[src/rtl/operand_fetch_pkg.sv]
// Shared operand-source encoding used by the decoder and the operand fetch unit.
package operand_fetch_pkg;

    typedef enum logic [2:0] {
        SRC_REG       = 3'd0,
        SRC_IMMEDIATE = 3'd1,
        SRC_MEM_ADDR  = 3'd2,
        SRC_INDIRECT  = 3'd3
    } data_src_t;

endpackage

[src/rtl/operand_fetch_if.sv]
// Data-memory read port between the operand fetch unit (master) and the memory (slave).
interface operand_fetch_if #(
    parameter int WIDTH  = 8,
    parameter int ADDR_W = 8
) ();

    logic              mem_req;
    logic [ADDR_W-1:0] mem_addr;
    logic              mem_ack;
    logic [WIDTH-1:0]  mem_rdata;

    modport master (
        output mem_req,
        output mem_addr,
        input  mem_ack,
        input  mem_rdata
    );

    modport slave (
        input  mem_req,
        input  mem_addr,
        output mem_ack,
        output mem_rdata
    );

endinterface

[src/rtl/operand_fetch.sv]
// Operand fetch unit: resolves direct and indirect memory operands for the ALU mux,
// with a bounded wait on each memory read.
module operand_fetch
    import operand_fetch_pkg::*;
#(
    parameter int WIDTH   = 8,
    parameter int ADDR_W  = 8,
    parameter int TIMEOUT = 15
) (
    input  logic                 clk,
    input  logic                 rst_n,
    input  logic                 start,
    input  data_src_t            source,
    input  logic [ADDR_W-1:0]    operand,
    operand_fetch_if.master      mem,
    output logic [WIDTH-1:0]     mem_data,
    output logic                 busy,
    output logic                 done,
    output logic                 err
);

    localparam logic [1:0] IDLE    = 2'd0;
    localparam logic [1:0] RD_PTR  = 2'd1;
    localparam logic [1:0] RD_DATA = 2'd2;
    localparam logic [1:0] DONE    = 2'd3;

    localparam int CNT_W = (TIMEOUT > 1) ? $clog2(TIMEOUT) : 1;
    localparam logic [CNT_W-1:0] CNT_LAST = CNT_W'((TIMEOUT > 0) ? TIMEOUT - 1 : 0);

    logic [1:0]        state_q;
    logic [ADDR_W-1:0] addr_q;
    logic [ADDR_W-1:0] ptr_q;
    logic              use_ptr_q;
    logic [WIDTH-1:0]  mem_data_q;
    logic              err_q;
    logic [CNT_W-1:0]  cnt_q;
    logic              timeout_hit;

    // Pointer read data becomes an address: zero-extend or keep the low bits.
    function automatic logic [ADDR_W-1:0] to_addr(input logic [WIDTH-1:0] d);
        return ADDR_W'(d);
    endfunction

    assign timeout_hit = (TIMEOUT > 0) && (cnt_q == CNT_LAST) && !mem.mem_ack;

    always_ff @(posedge clk or negedge rst_n) begin
        if (!rst_n) begin
            state_q    <= IDLE;
            addr_q     <= '0;
            ptr_q      <= '0;
            use_ptr_q  <= 1'b0;
            mem_data_q <= '0;
            err_q      <= 1'b0;
            cnt_q      <= '0;
        end else begin
            case (state_q)
                IDLE: begin
                    err_q <= 1'b0;
                    if (start) begin
                        addr_q    <= operand;
                        use_ptr_q <= 1'b0;
                        cnt_q     <= '0;
                        case (source)
                            SRC_MEM_ADDR: state_q <= RD_DATA;
                            SRC_INDIRECT: state_q <= RD_PTR;
                            default:      state_q <= DONE;
                        endcase
                    end
                end
                RD_PTR: begin
                    if (mem.mem_ack) begin
                        ptr_q     <= to_addr(mem.mem_rdata);
                        use_ptr_q <= 1'b1;
                        cnt_q     <= '0;
                        state_q   <= RD_DATA;
                    end else if (timeout_hit) begin
                        err_q   <= 1'b1;
                        state_q <= DONE;
                    end else begin
                        cnt_q <= cnt_q + 1'b1;
                    end
                end
                RD_DATA: begin
                    // An ack in the last allowed cycle takes priority over the timeout.
                    if (mem.mem_ack) begin
                        mem_data_q <= mem.mem_rdata;
                        state_q    <= DONE;
                    end else if (timeout_hit) begin
                        err_q   <= 1'b1;
                        state_q <= DONE;
                    end else begin
                        cnt_q <= cnt_q + 1'b1;
                    end
                end
                default: begin
                    err_q   <= 1'b0;
                    state_q <= IDLE;
                end
            endcase
        end
    end

    // Outputs are pure register / state decode; nothing passes straight from an input.
    assign mem.mem_req  = (state_q == RD_PTR) || (state_q == RD_DATA);
    assign mem.mem_addr = use_ptr_q ? ptr_q : addr_q;
    assign mem_data     = mem_data_q;
    assign busy         = (state_q != IDLE);
    assign done         = (state_q == DONE);
    assign err          = err_q;

endmodule

[src/flat_wrapper.sv]
// flat-port wrapper written by rule: the top's interface ports become plain ports
module operand_fetch_flat import operand_fetch_pkg::*;
#(
    parameter int WIDTH   = 8,
    parameter int ADDR_W  = 8,
    parameter int TIMEOUT = 15
)
  (clk, rst_n, start, source, operand, mem_data, busy, done, err, mem_mem_req, mem_mem_addr, mem_mem_ack, mem_mem_rdata);
  operand_fetch_if #(.WIDTH(WIDTH), .ADDR_W(ADDR_W)) mem_i ();
  input  logic clk;
  input  logic rst_n;
  input  logic start;
  input  data_src_t source;
  input  logic [ADDR_W-1:0] operand;
  output logic [WIDTH-1:0] mem_data;
  output logic busy;
  output logic done;
  output logic err;
  output wire logic [$bits(mem_i.mem_req)-1:0] mem_mem_req;
  output wire logic [$bits(mem_i.mem_addr)-1:0] mem_mem_addr;
  input wire logic [$bits(mem_i.mem_ack)-1:0] mem_mem_ack;
  input wire logic [$bits(mem_i.mem_rdata)-1:0] mem_mem_rdata;
  assign mem_mem_req = mem_i.mem_req;
  assign mem_mem_addr = mem_i.mem_addr;
  assign mem_i.mem_ack = mem_mem_ack;
  assign mem_i.mem_rdata = mem_mem_rdata;
  operand_fetch #(.WIDTH(WIDTH), .ADDR_W(ADDR_W), .TIMEOUT(TIMEOUT)) u_core (.clk(clk), .rst_n(rst_n), .start(start), .source(source), .operand(operand), .mem(mem_i), .mem_data(mem_data), .busy(busy), .done(done), .err(err));
endmodule
[config.mk]
export PLATFORM = sky130hd
export DESIGN_NAME = operand_fetch_flat
export DESIGN_NICKNAME = d
export VERILOG_FILES = /design/src/rtl/operand_fetch_pkg.sv /design/src/rtl/operand_fetch_if.sv /design/src/rtl/operand_fetch.sv /design/src/flat_wrapper.sv
export SDC_FILE = /design/constraint.sdc
export NUM_CORES = 1
export LEC_CHECK = 0
export CAP_MARGIN = 20
export CORE_ASPECT_RATIO = 0.6
export CORE_MARGIN = 4
export CORE_UTILIZATION = 51
export DETAILED_ROUTE_END_ITERATION = 12
export PLACE_DENSITY_LB_ADDON = 0.1
export SETUP_SLACK_MARGIN = 0.1
export SKIP_LAST_GASP = 1
export SLEW_MARGIN = 20
export SYNTH_ARGS = -nofsm -noshare
export SYNTH_HDL_FRONTEND = slang
export SYNTH_SLANG_ARGS = --single-unit
[constraint.sdc]
create_clock -name clk -period 3.05 [get_ports clk]
set_input_delay 0.61 -clock clk [delete_from_list [all_inputs] [get_ports clk]]
set_output_delay 0.61 -clock clk [all_outputs]
set_load 0.05 [all_outputs]
-- Yosys cells after proc, flatten, opt, wreduce, memory -nomap -nowiden
Cells that the tools add are included.
- add/subtract/negate cells: 1
- equality and inequality tests: 11
- mux-type cells: 18
- reductions and logical operators: 14
- operator list (cell ; count):
    4-bit 2-to-1 mux ; 4
    4-bit case mux with 3 select lines ; 1
    2-bit 2-to-1 mux ; 4
    8-bit 2-to-1 mux ; 1
    2-bit inequality test, second input constant ; 4
    2-bit AND reduction ; 4
    3-bit by 2-bit equality test with 1-bit output, second input constant ; 2
    2-bit case mux with 3 select lines ; 1
    3-bit AND reduction ; 2
    1-bit 2-to-1 mux ; 5
    4-bit by 1-bit adder with 4-bit output, second input constant ; 1
    2-bit equality test, second input constant ; 2
    4-bit equality test, second input constant ; 1
    2-bit case mux with 2 select lines ; 1
    2-bit nonzero test ; 2
    3-bit nonzero test ; 1
    2-bit by 1-bit equality test with 1-bit output, second input constant ; 1
    2-bit logical NOT ; 1
    2-bit by 1-bit inequality test with 1-bit output, second input constant ; 1
    1-bit case mux with 2 select lines ; 1
    2-bit OR reduction ; 1
    1-bit logical AND ; 1
    1-bit logical NOT ; 1
    1-bit logical OR ; 1
- flip-flop bits (word level): 32
- bits of input ports: 23
- output and inout port bits: 20
- word-level logic and storage cells: 51

-- Logic depth before layout (Yosys ltp)
Gate-level depths: netlist (run 1).
- word-level depth: 5
- gate-level depth with buffers: 6

-- Worst setup path after synthesis (run 1)
No wires, ideal clock.
- path type: flip-flop to output port
- from: register u_core.use_ptr_q
- to: output mem_mem_addr[0]
- data arrival time: 1112 ps
- slack: 1328 ps
- cell stages (with the launch flop): 3
- path buffers: 1
- path through: dfrtp_1 clkbuf_1 mux2_2
- cells in the longest elaborated chain, start to end: 1
- RTL lines (what ; line ; RTL):
    start, declared ; operand_fetch.sv:33 ; logic use_ptr_q;
    start signal, assigned ; operand_fetch.sv:51 ; use_ptr_q <= 1'b0;
    start signal, assigned ; operand_fetch.sv:61 ; use_ptr_q <= 1'b0;
    start signal, assigned ; operand_fetch.sv:73 ; use_ptr_q <= 1'b1;
    8-bit 2-to-1 mux ; operand_fetch.sv:105 ; assign mem.mem_addr = use_ptr_q ? ptr_q : addr_q;
    end, declared ; flat_wrapper.sv:20 ; output wire logic [$bits(mem_i.mem_addr)-1:0] mem_mem_addr;
No other way between the ends.

-- Worst setup path after layout (run 1)
Same ends and word-level chain as after synthesis.

==> impl_metrics.ini, run 1 <==
[clocking]
cts_setup_buffers = 0
hold_buffers = 0
numCtsBuffers = 5
tritoncts = built
clkSinkCount = 32
cts_root_buf = clkbuf_8
h-tree-depth = 2
clk_latency_ns = 0.28
path_clk_slew_ns = 0.07
post_cts_resized = 0
clockBufferDepth = 2

[run]
drv_cap = 0

[routing]
wire_per_inst_um = 16.2
via_per_inst = 5.29
first_pass_iters = 4
drcViolationCount = 0
vias = 1122
drt-initial-drc-count = 45
routed_wl_mm = 3.44
antenna_left = 0

[die]
initial_utilization = 0.538
ios = 43
std_cell_rows = 15
core_region_area_um2 = 2890
fp.dieW_um = 79.3
die_area_um2 = 4030
die_h_um = 50.8

[layout]
final_nets = 199
final_cells = 212
area_delta_synth_final_pct = 38.1
fin_area_um2 = 2150
drive_gt1_frac = 0.259
diodes = 0
final_util = 0.743

[pwr]
leakage_uw = 0.000906
vdd_drop_max_v = 0.000717
power.density_nw_per_um2 = 1250

[timing]
fin_crit_ns = 2.64
finalClockSkew_ns = 0.00181
finalSetupViolCount = 0
fin_tns_setup_ns = 0
hold_violations = 0
relSlewSlack = 0.655
timing.fmax_ghz = 0.379
hold_slack_ns = 0.502
maxSlewViolCount = 0
rsz0062_at_grt = no
post-route-period-util = 0.864
worst_pin_slew_ns = 0.516

[placement]
place.gp.congestion = 0.744
dpl.cell_count = 204
place_hpwl_mm = 2.44
postPlaceCellArea_um2 = 2020
io_buffers = 42

[global_routing]
grt_use_met3 = 0.0591
overflow = 0
grtUsageMet1 = 0.245
grt_max_degree = 33
top_usage_layer = met2
use_met2 = 0.316
grt_pass1_vias = 1194
antenna_found_initial = 0
grt_first_pass_wirelength_mm = 5.82
grt_use_total = 0.197

[setup_path]
critPathRequiredTime_ns = 2.44
worst-path-max-fanout = 10
endpoint_kind = primary output
cp.arrival_ns = 2.03
critPathKind = flip-flop to primary output
cp-start-kind = flip-flop

[synthesis]
postSynthCellCount = 121
yosysTopAreaCellShare = 0.515
synth_area_um2 = 1560
yosysTopAreaCell = dfrtp_1
synth_nets = 151
synth_seq_cells = 32
synth.distinct_cells = 25
ys_seq_area_frac = 0.515
syn_avg_cell_area_um2 = 12.9
synth_area_leaders = dfrtp_1, mux2_2, ha_1, a21oi_1, o21ai_0
yosysWarnings = 0

[status]
outcome = finished, final reports clean

[worst_hold_path]
min_path_type = flip-flop to flip-flop
-- layout by cell type, fill, tap and decap left out --
cell type	count
clkdlybuf4s50_1	42
mux2_2	32
dfrtp_1	32
a21oi_1	7
ha_1	7
clkbuf_8	7
inv_1	6
nand2_1	6
o21ai_0	6
nor2_1	4
nor2b_1	2
nand2b_1	2
nand3_1	2
o21a_1	2
a31oi_1	1
o22a_1	1
nand2_8	1
nor3b_4	1
o22ai_1	1
o31ai_1	1
nor4b_2	1
a21o_1	1
nand4b_1	1
a221oi_1	1
a41oi_1	1
bufinv_16	1
buf_4	1
-- Yosys cell counts, drive strengths merged --
library cell,n
dfrtp,32
mux2,32
a21oi,7
ha,7
nand2,7
inv,6
o21ai,6
nor2,4
nand2b,2
nand3,2
nor2b,2
o21a,2
a21o,1
a221oi,1
a31oi,1
a41oi,1
buf,1
clkbuf,1
nand4b,1
nor3b,1
nor4b,1
o22a,1
o22ai,1
o31ai,1
-- worst paths after layout --
| kind | endpoint | cells past startpoint | from | slack, ns |
|---|---|---|---|---|
| hold / removal | u_core.err$_DFFE_PN0P_ | 1 | u_core.err$_DFFE_PN0P_ | 0.50 |
| setup / recovery | mem_mem_addr[0] | 2 | u_core.use_ptr_q$_DFFE_PN0P_ | 0.41 |
| setup reg to reg | u_core.cnt_q[0]$_DFFE_PN0P_ | 6 | u_core.state_q[0]$_DFFE_PN0P_ | 1.27 |
| max in group asynchronous | u_core.cnt_q[1]$_DFFE_PN0P_ | 2 | rst_n | 2.03 |
| hold reg to reg | u_core.err$_DFFE_PN0P_ | 1 | u_core.err$_DFFE_PN0P_ | 0.50 |
| min in group asynchronous | u_core.addr_q[0]$_DFFE_PN0P_ | 2 | rst_n | 0.74 |
-- logic make-up after synthesis --
family / share of synthesized area
AND/OR/NAND/NOR: 0.0869
AO/OA/AOI/OAI: 0.0861
adder cells (fa/ha/maj): 0.0563
multiplexers: 0.232
buffers and inverters: 0.0241
flip-flops: 0.515
-- sequential cells by signal, indices dropped and copies added (netlist names) --
name / cells
u_core.addr_q: 8
u_core.cnt_q: 4
u_core.use_ptr_q: 1
u_core.err: 1
u_core.mem_data: 8
u_core.state_q: 2
u_core.ptr_q: 8
-- stage by stage --
step                      total power, uW  setup WS, ns
after floorplan                      1800          1.33
after global placement               2210         0.764
after detailed placement             2250         0.739
after CTS                            2710         0.380
after global routing                 2830         0.351
final                                2690         0.415
-- critical path, stage by stage, from the launching register on --
cell and delay [ns]:
dfrtp_1 0.62, mux2_2 0.41, clkdlybuf4s50_1 0.71
-- area by class of cell --
class                   count  area, um^2
inverters                   6        22.5
well taps                  42        52.6
flip-flops and latches     32         801
clock buffers               7        96.3
clock inverters             1        30.0
fillers                   212         743
repair buffers             43         428
multi-input cells          81         717
-- power breakdown --
group,internal (uW),switching [uW],total [uW],leakage (uW)
Sequential,615,124,739,0.000390
Clock,288,156,445,0.0000645
Combinational,612,896,1510,0.000451
-- metal layers --
metal / share of wire / wire (um)
met1: 0.45 / 1570
met2: 0.46 / 1590
met3: 0.064 / 220
met4: 0.019 / 65
met5: 0 / 0
Note: power is estimated with default switching activity, not from simulation.
==> run 2, diff against run 1 <==
Settings changed: CELL_PAD_IN_SITES_DETAIL_PLACEMENT from default to 2, CELL_PAD_IN_SITES_GLOBAL_PLACEMENT from default to 2, CORE_UTILIZATION 51 to 33, HOLD_SLACK_MARGIN from default to 0.06.
==> run 2 against run 1 <==
  * Critical path type unchanged
  * Hold slack worse by 0.010 ns
  * Critical endpoint is now mem_mem_addr[4]
  * Setup slack worse by 0.040 ns
  * Die area is 47% higher
  * Clock-buffer cell count stayed put
  * Clock skew is 0.0043 ns higher
  * Clock power is 21% lower
  * Via count is 1.7% higher
  * Routed wire length is 19% higher
  * Largest power group unchanged
  * First-iteration DRC count is 33% lower
  * Non-clock buffer count stayed put
==> impl_metrics.ini, run 2 (synthesis gave the netlist of run 1 again) <==
[pwr]
power_switching_uw = 1190
vdd_drop_max_v = 0.000513
pwr-share-clk = 0.134
swShare = 0.455
combinationalPowerShare = 0.582
p_seq_frac = 0.284
power.density_nw_per_um2 = 1220
intPower_uw = 1430
leakage_uw = 0.000892

[setup_path]
critPathKind = flip-flop to primary output
worst-path-max-fanout = 10
worst-r2r-cell-count = 6
rr_endpoint = u_core.cnt_q[0]$_DFFE_PN0P_
endpoint_kind = primary output
cp_num_buf_inv = 1
cp.arrival_ns = 2.07
cp-start-kind = flip-flop
critPathMaxStageDelay_ns = 0.72
rrSetupSlack_ns = 1.24
worstReg2RegStart = u_core.state_q[0]$_DFFE_PN0P_
critPathRequiredTime_ns = 2.44
crit_slowest_cell = clkdlybuf4s50_1
path_delay_family = buffers and inverters
cp_cell_sequence = mux2_2 -> clkdlybuf4s50_1

[layout]
mostFrequentLayoutCell = clkdlybuf4s50_1
drive_gt1_frac = 0.254
final_nets = 199
fin_area_um2 = 2140
area_delta_synth_final_pct = 37.8
final_cell_mix = clkdlybuf4s50_1, mux2_2, dfrtp_1
diodes = 0

[die]
core_region_area_um2 = 4560
die_area_um2 = 5910
fp.dieW_um = 96.6
die_h_um = 61.2
std_cell_rows = 19
ios = 43
initial_utilization = 0.341

[timing]
worst_pin_slew_ns = 0.525
fin_crit_ns = 2.68
maxSlewViolCount = 0
rsz0062_at_grt = no
relSlewSlack = 0.649
timing.fmax_ghz = 0.374
finalSetupViolCount = 0
hold_violations = 0
post-route-period-util = 0.877
fin_tns_setup_ns = 0
finalClockSkew_ns = 0.00615

[routing]
drt-initial-drc-count = 30
via_per_inst = 4.92
first_pass_iters = 4
routed_wl_mm = 4.11
drcViolationCount = 0
wire_per_inst_um = 17.7
antenna_left = 0
vias = 1141

[clocking]
numCtsBuffers = 5
h-tree-depth = 2
path_clk_slew_ns = 0.07
tritoncts = built
cts_root_buf = clkbuf_8
clkSinkCount = 32
clk_latency_ns = 0.28
clockBufferDepth = 2
hold_buffers = 0
cts_setup_buffers = 0
post_cts_resized = 0

[worst_hold_path]
min_path_type = flip-flop to flip-flop
hold_depth = 1
min_from = u_core.err$_DFFE_PN0P_
hold_end = u_core.err$_DFFE_PN0P_

[placement]
place.gp.congestion = 0.733
io_buffers = 42
postPlaceCellArea_um2 = 2050
place_hpwl_mm = 3.13

[global_routing]
grt_pass1_vias = 1289
antenna_found_initial = 0
overflow = 0
grt_max_degree = 33
grt_first_pass_wirelength_mm = 6.72
grt_use_total = 0.152

[status]
outcome = finished, final reports clean

[run]
drv_cap = 0
## run 2: cell types whose count changed in the layout (fill, tap and decap cells not counted)
cell,before,now
bufinv_16,1,0
## run 2: area by class of cell
class / instances / area, um^2
clock buffer: 7 / 96.3
sequential: 32 / 801
tap: 63 / 78.8
inverter: 6 / 22.5
timing repair buffer: 43 / 428
fill: 458 / 2420
multi-input combinational: 81 / 717
## run 2: through the flow
step | power [uW] | setup WS, ns | hold WS, ns | cells | util
final | 2620 | 0.375 | 0.491 | 232 | 0.470
after global routing | 2790 | 0.310 | 0.519 | 232 | 0.470
after CTS | 2660 | 0.360 | 0.498 | 232 | 0.470
after detailed placement | 2290 | 0.685 | 0.483 | 225 | 0.448
after global placement | 2230 | 0.736 | 0.475 | 225 | 0.448
after floorplan | 1800 | 1.33 | 0.314 | 121 | -
## run 2: routing by layer
layer / track usage / vias up / wire, um
li1: - / 528 / -
met1: 0.185 / 579 / 1930
met2: 0.253 / 28 / 1930
met3: 0.0622 / 6 / 201
met4: 0.0480 / 0 / 47
met5: 0 / - / 0
## run 2: worst max-delay path by stage
stage                      endpoint  slack [ns]  depth (start not counted)                         start
global route        mem_mem_addr[4]        0.31                          2  u_core.use_ptr_q$_DFFE_PN0P_
finish              mem_mem_addr[4]        0.37                          2  u_core.use_ptr_q$_DFFE_PN0P_
floorplan           mem_mem_addr[0]        1.33                          2  u_core.use_ptr_q$_DFFE_PN0P_
CTS                 mem_mem_addr[4]        0.36                          2  u_core.use_ptr_q$_DFFE_PN0P_
detailed placement  mem_mem_addr[4]        0.68                          2  u_core.use_ptr_q$_DFFE_PN0P_
global placement    mem_mem_addr[7]        0.74                          2  u_core.use_ptr_q$_DFFE_PN0P_
## run 2: power groups by stage
stage	combinational (uW)	clock [uW]	sequential [uW]
2_1_floorplan	905	0	892
3_3_place_gp	1490	0	735
6_report	1530	351	745
5_1_grt	1620	394	774
3_5_place_dp	1540	0	754
4_1_cts	1550	366	749
==> run 3, diff against run 2 <==
Settings changed: CTS_BUF_LIST from default to sky130_fd_sc_hd__clkbuf_8 sky130_fd_sc_hd__clkbuf_16.
==> results of run 3 <==
Same layout as run 2: the final DEF is identical, and so are final timing and power.
